$ cat src/rtl/stepper_pkg.sv
// Shared definitions for the stepper move sequencer: motor command codes,
// controller state encoding and default widths.
package stepper_pkg;

   localparam int CNT_W_DEF      = 16;
   localparam int DIV_W_DEF      = 20;
   localparam int SETTLE_CYC_DEF = 1000;
   localparam int POS_W_DEF      = 32;

   typedef enum logic [1:0] {
      MOT_HOLD = 2'b00,
      MOT_FWD  = 2'b01,
      MOT_REV  = 2'b10
   } mot_code_t;

   typedef enum logic [1:0] {
      ST_IDLE   = 2'b00,
      ST_RUN    = 2'b01,
      ST_SETTLE = 2'b10
   } state_t;

   // Step code for a latched direction (0 = forward, 1 = reverse); 11 is never produced.
   function automatic logic [1:0] step_code(input logic dir);
      return dir ? MOT_REV : MOT_FWD;
   endfunction

endpackage

$ cat src/rtl/stepper_rate_divider.sv
// Loadable period counter. Counts 0..period-1 while enabled and raises tc
// combinationally on the last count; load restarts the count at 0 and wins
// over a coincident wrap. Used both as the step-rate divider and the settle timer.
module stepper_rate_divider #(
   parameter int W = 20
) (
   input  logic         clk,
   input  logic         rstn,
   input  logic         load,
   input  logic         en,
   input  logic [W-1:0] period,
   output logic         tc
);

   localparam logic [W-1:0] ONE = W'(1);

   logic [W-1:0] count_reg;

   assign tc = en && (count_reg == (period - ONE));

   // Count register: cleared by reset or load, wraps to 0 on terminal count.
   always_ff @(posedge clk) begin
      if (!rstn || load) begin
         count_reg <= '0;
      end else if (en) begin
         count_reg <= tc ? '0 : (count_reg + ONE);
      end
   end

endmodule

$ cat src/rtl/stepper_move_controller.sv
// Move sequencer in front of the stepper motor core. Takes move commands over
// a valid/ready handshake, issues one step code per period on mot_cmd, then
// holds for a settle interval and pulses done (with aborted when cut short).
// Optional feature macro: STEPPER_POS_TRACK_EN adds the signed absolute
// position counter (pos) and its clear input (pos_clr).
module stepper_move_controller
   import stepper_pkg::*;
#(
   parameter int CNT_W      = CNT_W_DEF,
   parameter int DIV_W      = DIV_W_DEF,
   parameter int SETTLE_CYC = SETTLE_CYC_DEF
`ifdef STEPPER_POS_TRACK_EN
   , parameter int POS_W    = POS_W_DEF
`endif
) (
   input  logic              system1000,
   input  logic              system1000_rstn,
   input  logic              cmd_valid,
   output logic              cmd_ready,
   input  logic              cmd_dir,
   input  logic [CNT_W-1:0]  cmd_steps,
   input  logic [DIV_W-1:0]  cmd_period,
   input  logic              abort,
   output logic [1:0]        mot_cmd,
   output logic              busy,
   output logic              done,
   output logic              aborted,
   output logic [CNT_W-1:0]  steps_left
`ifdef STEPPER_POS_TRACK_EN
   , output logic signed [POS_W-1:0] pos,
   input  logic              pos_clr
`endif
);

   // One divider serves both phases, so it must be wide enough for either the
   // step period or SETTLE_CYC+1 (settle hold cycles plus the terminal count).
   localparam int SET_W = $clog2(SETTLE_CYC + 2);
   localparam int DW    = (DIV_W > SET_W) ? DIV_W : SET_W;

   localparam logic [DW-1:0]    SETTLE_PERIOD = DW'(SETTLE_CYC + 1);
   localparam logic [DW-1:0]    DIV_ONE       = DW'(1);
   localparam logic [CNT_W-1:0] CNT_ONE       = CNT_W'(1);

   state_t           state_reg;
   logic [1:0]       mot_cmd_reg;
   logic             cmd_ready_reg;
   logic             busy_reg;
   logic             done_reg;
   logic             aborted_reg;
   logic [CNT_W-1:0] steps_left_reg;
   logic             dir_reg;
   logic [DW-1:0]    period_reg;
   logic             abort_flag_reg;

   logic accept;
   logic start_run;
   logic step_fire;
   logic last_step;
   logic run_exit;
   logic div_load;
   logic div_en;
   logic div_tc;

   assign accept    = cmd_valid && cmd_ready_reg;
   assign start_run = (state_reg == ST_IDLE) && accept && (cmd_steps != '0);
   assign step_fire = (state_reg == ST_RUN) && div_tc;
   assign last_step = step_fire && (steps_left_reg == CNT_ONE);
   // Abort coinciding with a step edge still lets that step out; leaving RUN
   // happens on the last step or on abort, whichever comes first.
   assign run_exit  = (state_reg == ST_RUN) && (last_step || abort);
   assign div_load  = start_run || run_exit;
   assign div_en    = (state_reg != ST_IDLE);

   stepper_rate_divider #(
      .W (DW)
   ) u_divider (
      .clk    (system1000),
      .rstn   (system1000_rstn),
      .load   (div_load),
      .en     (div_en),
      .period (period_reg),
      .tc     (div_tc)
   );

   // Move FSM with all handshake, status and motor outputs registered.
   always_ff @(posedge system1000) begin
      if (!system1000_rstn) begin
         state_reg      <= ST_IDLE;
         mot_cmd_reg    <= MOT_HOLD;
         cmd_ready_reg  <= 1'b1;
         busy_reg       <= 1'b0;
         done_reg       <= 1'b0;
         aborted_reg    <= 1'b0;
         steps_left_reg <= '0;
         dir_reg        <= 1'b0;
         period_reg     <= DIV_ONE;
         abort_flag_reg <= 1'b0;
      end else begin
         mot_cmd_reg <= MOT_HOLD;
         done_reg    <= 1'b0;
         aborted_reg <= 1'b0;
         case (state_reg)
            ST_IDLE: begin
               if (accept) begin
                  if (cmd_steps == '0) begin
                     done_reg <= 1'b1;
                  end else begin
                     state_reg      <= ST_RUN;
                     dir_reg        <= cmd_dir;
                     steps_left_reg <= cmd_steps;
                     period_reg     <= (cmd_period == '0) ? DIV_ONE : DW'(cmd_period);
                     cmd_ready_reg  <= 1'b0;
                     busy_reg       <= 1'b1;
                     abort_flag_reg <= 1'b0;
                  end
               end
            end
            ST_RUN: begin
               if (step_fire) begin
                  mot_cmd_reg    <= step_code(dir_reg);
                  steps_left_reg <= steps_left_reg - CNT_ONE;
               end
               if (run_exit) begin
                  state_reg      <= ST_SETTLE;
                  period_reg     <= SETTLE_PERIOD;
                  abort_flag_reg <= !last_step;
               end
            end
            ST_SETTLE: begin
               if (div_tc) begin
                  state_reg     <= ST_IDLE;
                  done_reg      <= 1'b1;
                  aborted_reg   <= abort_flag_reg;
                  cmd_ready_reg <= 1'b1;
                  busy_reg      <= 1'b0;
               end
            end
            default: begin
               state_reg     <= ST_IDLE;
               cmd_ready_reg <= 1'b1;
               busy_reg      <= 1'b0;
            end
         endcase
      end
   end

   assign mot_cmd    = mot_cmd_reg;
   assign cmd_ready  = cmd_ready_reg;
   assign busy       = busy_reg;
   assign done       = done_reg;
   assign aborted    = aborted_reg;
   assign steps_left = steps_left_reg;

`ifdef STEPPER_POS_TRACK_EN
   localparam logic signed [POS_W-1:0] POS_ONE = POS_W'(1);

   logic signed [POS_W-1:0] pos_reg;

   // Absolute position follows every issued step code; a clear beats a coincident step.
   always_ff @(posedge system1000) begin
      if (!system1000_rstn) begin
         pos_reg <= '0;
      end else if (pos_clr) begin
         pos_reg <= '0;
      end else if (step_fire) begin
         pos_reg <= dir_reg ? (pos_reg - POS_ONE) : (pos_reg + POS_ONE);
      end
   end

   assign pos = pos_reg;
`endif

endmodule

$ cat config.mk
export PLATFORM = sky130hd
export DESIGN_NAME = stepper_move_controller
export DESIGN_NICKNAME = d
export VERILOG_FILES = /design/src/rtl/stepper_pkg.sv /design/src/rtl/stepper_rate_divider.sv /design/src/rtl/stepper_move_controller.sv
export SDC_FILE = /design/constraint.sdc
export NUM_CORES = 1
export LEC_CHECK = 0
export BUFFER_PORTS_ARGS = -buffer_cell sky130_fd_sc_hd__clkbuf_2
export CELL_PAD_IN_SITES_DETAIL_PLACEMENT = 0
export CELL_PAD_IN_SITES_GLOBAL_PLACEMENT = 1
export CORE_MARGIN = 3
export CORE_UTILIZATION = 42
export CTS_BUF_LIST = sky130_fd_sc_hd__clkbuf_4 sky130_fd_sc_hd__clkbuf_8 sky130_fd_sc_hd__clkbuf_16
export CTS_CLUSTER_DIAMETER = 60
export CTS_CLUSTER_SIZE = 14
export DETAILED_ROUTE_END_ITERATION = 8
export PLACE_DENSITY_LB_ADDON = 0.1
export SYNTH_ARGS = -nofsm -noshare
export SYNTH_HDL_FRONTEND = slang
export SYNTH_HIERARCHICAL = 1
export SYNTH_SLANG_ARGS = --single-unit
$ cat constraint.sdc
create_clock -name system1000 -period 12.6 [get_ports system1000]
set_clock_uncertainty 0.15 [all_clocks]
set_input_delay 1.89 -clock system1000 [delete_from_list [all_inputs] [get_ports system1000]]
set_output_delay 1.89 -clock system1000 [all_outputs]
set_load 0.005 [all_outputs]
==> results of run 1 <==
[placed cells by master, fill, tap and decap left out, types with 5 or more instances in the layout]
master,count
sky130_fd_sc_hd__xor2_1,23
sky130_fd_sc_hd__nand2b_1,5
sky130_fd_sc_hd__nor3_1,13
sky130_fd_sc_hd__clkbuf_2,62
sky130_fd_sc_hd__o32ai_1,6
sky130_fd_sc_hd__o21ai_0,11
sky130_fd_sc_hd__nor2b_1,6
sky130_fd_sc_hd__a21oi_1,26
sky130_fd_sc_hd__nor4_1,18
sky130_fd_sc_hd__nand2_1,67
sky130_fd_sc_hd__nand4_1,6
sky130_fd_sc_hd__a211oi_2,6
sky130_fd_sc_hd__xnor2_1,19
sky130_fd_sc_hd__nand3_1,17
sky130_fd_sc_hd__dfxtp_1,66
sky130_fd_sc_hd__nor2_1,49
sky130_fd_sc_hd__inv_1,11
sky130_fd_sc_hd__mux2i_1,12
sky130_fd_sc_hd__and3_1,11
sky130_fd_sc_hd__a21o_1,5
sky130_fd_sc_hd__clkbuf_8,10
[synthesized netlist by cell type (all sizes together), types with 11 or more instances]
library cell | n | area share (%)
o21ai | 13 | 1.7
dfxtp | 66 | 34
nand2 | 69 | 6.7
nor3 | 13 | 1.7
nor2 | 50 | 5.0
mux2i | 12 | 3.1
buf | 14 | 2.3
nand3 | 17 | 2.2
inv | 11 | 1.1
a21oi | 28 | 3.8
and3 | 12 | 2.0
nor4 | 19 | 3.4
xnor2 | 19 | 4.3
xor2 | 23 | 5.1
clkbuf | 11 | 1.1
[worst max-delay path: stages (launching register included)]
cell                       delay [ns]
sky130_fd_sc_hd__dfxtp_1         0.35
sky130_fd_sc_hd__inv_1           0.07
sky130_fd_sc_hd__ha_1            0.23
sky130_fd_sc_hd__or4b_1          0.58
sky130_fd_sc_hd__or3_4           0.39
sky130_fd_sc_hd__or4_1           0.40
sky130_fd_sc_hd__a2111o_1        0.45
sky130_fd_sc_hd__nor4_1          0.79
sky130_fd_sc_hd__and3_2          0.33
sky130_fd_sc_hd__a31oi_2         0.30
sky130_fd_sc_hd__nand2_2         0.40
sky130_fd_sc_hd__nand2b_1        0.18
sky130_fd_sc_hd__inv_1           0.07
sky130_fd_sc_hd__o41ai_2         0.05
sky130_fd_sc_hd__buf_4           0.30
sky130_fd_sc_hd__o21ai_1         0.10
[final timing paths]
check,cells after the start,slack (ns),end,startpoint
setup / recovery,15,7.33,u_divider/count_reg[0]$_SDFFE_PP0P_,period_reg[0]$_SDFFE_PN1P_
hold / removal,2,0.30,busy$_SDFFE_PN0P_,busy$_SDFFE_PN0P_
setup reg to reg,15,7.33,u_divider/count_reg[0]$_SDFFE_PP0P_,period_reg[0]$_SDFFE_PN1P_
hold reg to reg,2,0.30,busy$_SDFFE_PN0P_,busy$_SDFFE_PN0P_
[per-layer routing]
metal  global-route usage (%)  wire [microns]
met1                    25.21            4580
met5                        0               0
met2                    36.89            5321
met3                    4.601             308
met4                    3.431              80
[final cells by class]
type                    count  share of cell area (%)
multi-input cells         381                   54.59
flip-flops and latches     66                   29.81
repair buffers             66                   7.677
clock buffers              13                   3.613
well taps                 108                   3.048
inverters                  11                  0.9314
clock inverters             3                  0.3387
[logic make-up after synthesis]
group / count (synthesis) / synth area share [%]
xor+xnor: 42 / 9.399
compound gates: 92 / 17.20
fa+ha+maj: 4 / 1.279
simple gates: 231 / 30.88
flops: 66 / 33.76
mux: 12 / 3.069
buf+inv: 36 / 4.412
[stage by stage]
step | worst slack [ns] | power [mW] | std cells | hold slack (ns) | utilization [%]
after floorplan | 8.315 | 0.3531 | 483 | 0.2612 | -
after global placement | 7.489 | 0.3927 | 632 | 0.2859 | 47.89
after detailed placement | 7.331 | 0.3935 | 632 | 0.2848 | 47.89
after CTS | 7.300 | 0.5566 | 648 | 0.2994 | 49.86
after global routing | 6.967 | 0.5849 | 648 | 0.3115 | 49.86
final | 7.328 | 0.5520 | 648 | 0.3010 | 49.86
[power by group]
part	leakage (nW)	total [mW]	switching, mW	internal [mW]
logic	1.16	0.143	0.0818	0.0612
registers	0.538	0.246	0.0234	0.223
clock network	0.0974	0.163	0.0799	0.0826
total	1.80	0.552	0.185	0.367
==> parameters.txt, run 1 <==
Parameter                              Value

Outcome
  Run status ... finished clean

Clock tree
  Library cell used as clock root buffer ... sky130_fd_sc_hd__clkbuf_8
  H-tree lvl count ... 3
  Count of instances resized after the clock tree is built ... 0
  Total CTS buffers ... 9
  Max Root-Sink Buffers ... 2
  TritonCTS clock tree ... built
  Clock Sinks ... 66
  Post CTS Setup Buffer Count ... 0
  Worst-path clk slew ... 0.07 ns
  Count of hold-fix buffers inserted at cts ... 0
  Clock network latency to the later pin of the worst-skew pair ... 0.34 ns

STA
  Count of endpoints failing setup in the final report ... 0
  Transition time at the pin with the least slew margin ... 0.9556 ns
  Setup repair after global routing missed its margin ... false
  Part of the cycle the worst path needs ... 41.84%
  Number of max-slew violations in the final report ... 0
  Tightest slew margin relative to the limit ... 35.70%
  Post-Route Setup TNS ... 0 ns
  Timing-limited maximum frequency ... 189.7 MHz
  Clock period minus final worst setup slack ... 5.272 ns
  Final hold violations ... 0

Power and ir drop
  Power density over cell area ... 124.5 nW/um^2
  Static leakage ... 1.796 nW
  Worst vdd ir ... 58.43 uV

Logic synthesis
  Mapped Cells ... 483
  Synthesis-stage register bit count ... 66
  Post-synth EDFFs ... 0
  Synth Flop Type ... sky130_fd_sc_hd__dfxtp_1
  Mapped Area ... 3914 sq um
  Synth Net Count ... 528
  Avg Cell Area, Syn ... 8.103 sq um
  Register area share after synthesis ... 33.76%
  Count of synthesis-stage warnings from yosys ... 6
  Ys async rst share ... 0%
  Library cells used by synthesis ... 68

Routing
  Vias post-DR ... 3625
  Avg Vias per Cell ... 5.594
  Initial DRT Pass Iterations ... 5
  DRT Wirelength ... 10290 microns
  Number of nets still failing antenna checks after routing ... 0
  # DRC ... 0
  Routed length per placed instance ... 15.88 microns
  Number of DRC markers in iteration 0 ... 96

Die
  Core Box Area ... 8891 sq um
  Rows ... 34
  Starting utilization of the core area ... 44.02%
  Area enclosed by the die boundary ... 10510 sq um
  Number of top-level pins ... 63
  Floorplan die width ... 102.5 microns
  Vertical extent of the die ... 102.5 microns

Setup path
  Required time of the critical path ... 12.67 ns
  Critical path startpoint category ... register
  Highest fanout seen on the critical path ... 20
  Arrival time of the worst setup path ... 5.34 ns
  Endpoint type of the worst setup path ... register
  Critical setup path kind ... register to register

Global routing
  Aggregate global routing overflow ... 0
  Via count of the first global-routing pass ... 3546
  Largest net degree at the start of global routing ... 32
  Global-route usage over all layers ... 20.46%
  First-pass GRT wire length ... 17150 microns
  Number of antenna violations at the first check in global routing ... 0

Final layout
  Share of final-layout standard cells stronger than drive strength 1 ... 19.63%
  Area of the multi-input gates ... 2420 sq um
  Fill count ... 920
  Post-Layout Inst Area ... 4433 sq um
  Final antenna diode count ... 0
  Number of nets at the end of the flow ... 580
  Layout Area Growth over Synthesis ... 13.27%
  Flip-flop and latch area ... 1321 sq um

Place
  # port buffers ... 62
  Routability cong. ... 0.8531
  Area after detailed placement ... 4258 sq um
  Estimated wirelength of the detail-placed design ... 7637 microns

Job
  Number of max-cap violations ... 0

Worst hold path
  Hold crit path type ... register to register
No activity file was read; power rests on OpenSTA's default activity.
==> run 2: changes to the inputs <==
--- a/config.mk
+++ b/config.mk
@@ -9,7 +9,7 @@
 export CELL_PAD_IN_SITES_DETAIL_PLACEMENT = 0
 export CELL_PAD_IN_SITES_GLOBAL_PLACEMENT = 1
 export CORE_MARGIN = 3
-export CORE_UTILIZATION = 42
+export CORE_UTILIZATION = 38
 export CTS_BUF_LIST = sky130_fd_sc_hd__clkbuf_4 sky130_fd_sc_hd__clkbuf_8 sky130_fd_sc_hd__clkbuf_16
 export CTS_CLUSTER_DIAMETER = 60
 export CTS_CLUSTER_SIZE = 14
==> constraint.sdc (replaced) <==
create_clock -name system1000 -period 4.32 [get_ports system1000]
set_clock_uncertainty 0.15 [all_clocks]
set_input_delay 0.648 -clock system1000 [delete_from_list [all_inputs] [get_ports system1000]]
set_output_delay 0.648 -clock system1000 [all_outputs]
set_load 0.005 [all_outputs]
==> run 2 against run 1 <==
Worst setup slack worse by 7.0 ns; global-route usage down 1.4 points; non-clock buffer count grew 12; final cell count is 5.7% higher; clock-buffer cell count fell by 3; clock power grew to 4.4 times the previous value; die area increased by 9.9%; flip-flop and latch count unchanged; first-iteration DRC count is 49% higher; combinational power increased to 3.2 times the previous value; cell area up 5.3%; via count up 1.2%; largest cell class unchanged.
==> parameters.txt, run 2 (synthesis results as in run 1) <==
Parameter                              Value

STA
  Setup repair after global routing missed its margin ... false
  Slack of the critical path ... 0.2823 ns
  Part of the cycle the worst path needs ... 93.47%
  Clock period minus final worst setup slack ... 4.038 ns
  Transition time at the pin with the least slew margin ... 1.042 ns
  Final hold violations ... 0
  Tightest slew margin relative to the limit ... 30.42%
  Hold slack final ... 0.3029 ns
  Post-Route Setup TNS ... 0 ns
  Timing-limited maximum frequency ... 247.7 MHz
  Count of endpoints failing setup in the final report ... 0
  Number of max-slew violations in the final report ... 0

Routing
  Vias post-DR ... 3670
  Avg Vias per Cell ... 5.358
  Initial DRT Pass Iterations ... 4
  # DRC ... 0
  Routed length per placed instance ... 15.40 microns
  DRT Wirelength ... 10550 microns
  Number of nets still failing antenna checks after routing ... 0
  Number of DRC markers in iteration 0 ... 143

Setup path
  CP max stage delay ... 0.49 ns
  Critical path startpoint category ... register
  Critical setup path kind ... register to register
  Cells along the critical path ... inv_1 -> ha_1 -> or4b_1 -> or3_4 -> or4_1 -> a2111o_1 -> nor4_1 -> buf_4 -> and2_1 -> a21oi_2 -> buf_4 -> or2_2 -> a21oi_1
  Worst reg2reg startpoint ... period_reg[1]$_SDFFE_PN0P_
  Worst Setup SP ... period_reg[1]$_SDFFE_PN0P_
  Endpoint type of the worst setup path ... register
  Cell with the biggest individual delay on the critical path ... sky130_fd_sc_hd__or4b_1
  Highest fanout seen on the critical path ... 31
  Top cell by count, worst path ... sky130_fd_sc_hd__buf_4
  Arrival time of the worst setup path ... 4.17 ns
  Required time of the critical path ... 4.45 ns

Final layout
  Layout Area Growth over Synthesis ... 19.25%
  Fill count ... 1004
  Non-Filler Instances ... 685
  Most common cell after layout, fill and taps aside ... sky130_fd_sc_hd__nand2_1
  Flip-flop and latch area ... 1321 sq um
  Highest-count cells in the layout ignoring fill and taps ... sky130_fd_sc_hd__nand2_1, sky130_fd_sc_hd__dfxtp_1, sky130_fd_sc_hd__clkbuf_2
  Final antenna diode count ... 0
  Area of the multi-input gates ... 2420 sq um
  Post-Layout Inst Area ... 4667 sq um
  Number of nets at the end of the flow ... 592
  Final design utilization ... 47.10%
  Share of final-layout standard cells stronger than drive strength 1 ... 21.38%

Die
  Starting utilization of the core area ... 39.49%
  Core Box Area ... 9910 sq um
  Floorplan die width ... 107.5 microns
  Vertical extent of the die ... 107.5 microns
  Area enclosed by the die boundary ... 11550 sq um
  Number of top-level pins ... 63
  Rows ... 36

Place
  Estimated wirelength of the detail-placed design ... 7889 microns
  Area after detailed placement ... 4392 sq um
  Placement-stage worst setup slack ... 0.2694 ns
  Routability cong. ... 0.8007
  Placed Cells incl. Taps ... 669
  # port buffers ... 62

Global routing
  Global-route usage over all layers ... 19.02%
  Largest net degree at the start of global routing ... 32
  First-pass GRT wire length ... 17460 microns
  Aggregate global routing overflow ... 0
  Via count of the first global-routing pass ... 3492
  Number of antenna violations at the first check in global routing ... 0

Clock tree
  Total CTS buffers ... 9
  TritonCTS clock tree ... built
  Count of hold-fix buffers inserted at cts ... 0
  Clock Sinks ... 66
  Count of instances resized after the clock tree is built ... 0
  H-tree lvl count ... 3
  Clock network latency to the later pin of the worst-skew pair ... 0.35 ns
  Library cell used as clock root buffer ... sky130_fd_sc_hd__clkbuf_8
  Post CTS Setup Buffer Count ... 0
  Worst-path clk slew ... 0.08 ns
  Max Root-Sink Buffers ... 2

Power and ir drop
  Overall Power ... 1.870 mW
  Power density over cell area ... 400.7 nW/um^2
  Worst vdd ir ... 198.0 uV
  Static leakage ... 1.898 nW

Outcome
  Run status ... finished clean

Worst hold path
  Hold crit path type ... register to register
  Launch point of the worst hold path ... busy$_SDFFE_PN0P_

Job
  Number of max-cap violations ... 0
## run 2: cell types whose count changed in the layout (fill, tap and decap cells not counted)
| cell | delta |
|---|---|
| sky130_fd_sc_hd__bufinv_16 | +4 |
| sky130_fd_sc_hd__buf_4 | +11 |
| sky130_fd_sc_hd__clkbuf_4 | -3 |
| sky130_fd_sc_hd__buf_12 | +1 |
| sky130_fd_sc_hd__clkinv_4 | +2 |
| sky130_fd_sc_hd__clkinv_2 | -3 |
## run 2: critical path: cells and delay by family (launching register included)
kind,cells,cell delay [ns]
AOI/OAI and AO/OA,3,0.60
adders and majority gates,1,0.23
buffers and inverters,3,0.52
DFF,1,0.34
and+or+nand+nor,6,2.12
## run 2: layout make-up
| cell class | count | share of cell area, % |
|---|---|---|
| Clock inverter | 6 | 2.949 |
| Tap cell | 133 | 3.566 |
| Timing Repair Buffer | 78 | 9.491 |
| Sequential cell | 66 | 28.31 |
| Clock buffer | 10 | 2.949 |
| Inverter | 11 | 0.8847 |
| Multi-Input combinational cell | 381 | 51.85 |
## run 2: report_power, final
group | internal [mW] | switching [mW]
clock | 0.459 | 0.252
combinational | 0.198 | 0.256
sequential | 0.650 | 0.0544
## run 2: routing by layer
metal,vias up,routed length (microns),global-route usage [%]
met5,-,0,0
met4,0,220,6.943
met3,17,362,4.139
met2,84,5112,31.75
met1,1708,4854,24.04
li1,1861,-,-
## run 2: worst paths after layout
| path | to | slack, ns | cells past startpoint |
|---|---|---|---|
| setup / recovery | steps_left[2]$_SDFFE_PN0P_ | 0.28 | 13 |
| hold / removal | busy$_SDFFE_PN0P_ | 0.30 | 2 |
| setup reg to reg | steps_left[2]$_SDFFE_PN0P_ | 0.28 | 13 |
| hold reg to reg | busy$_SDFFE_PN0P_ | 0.30 | 2 |
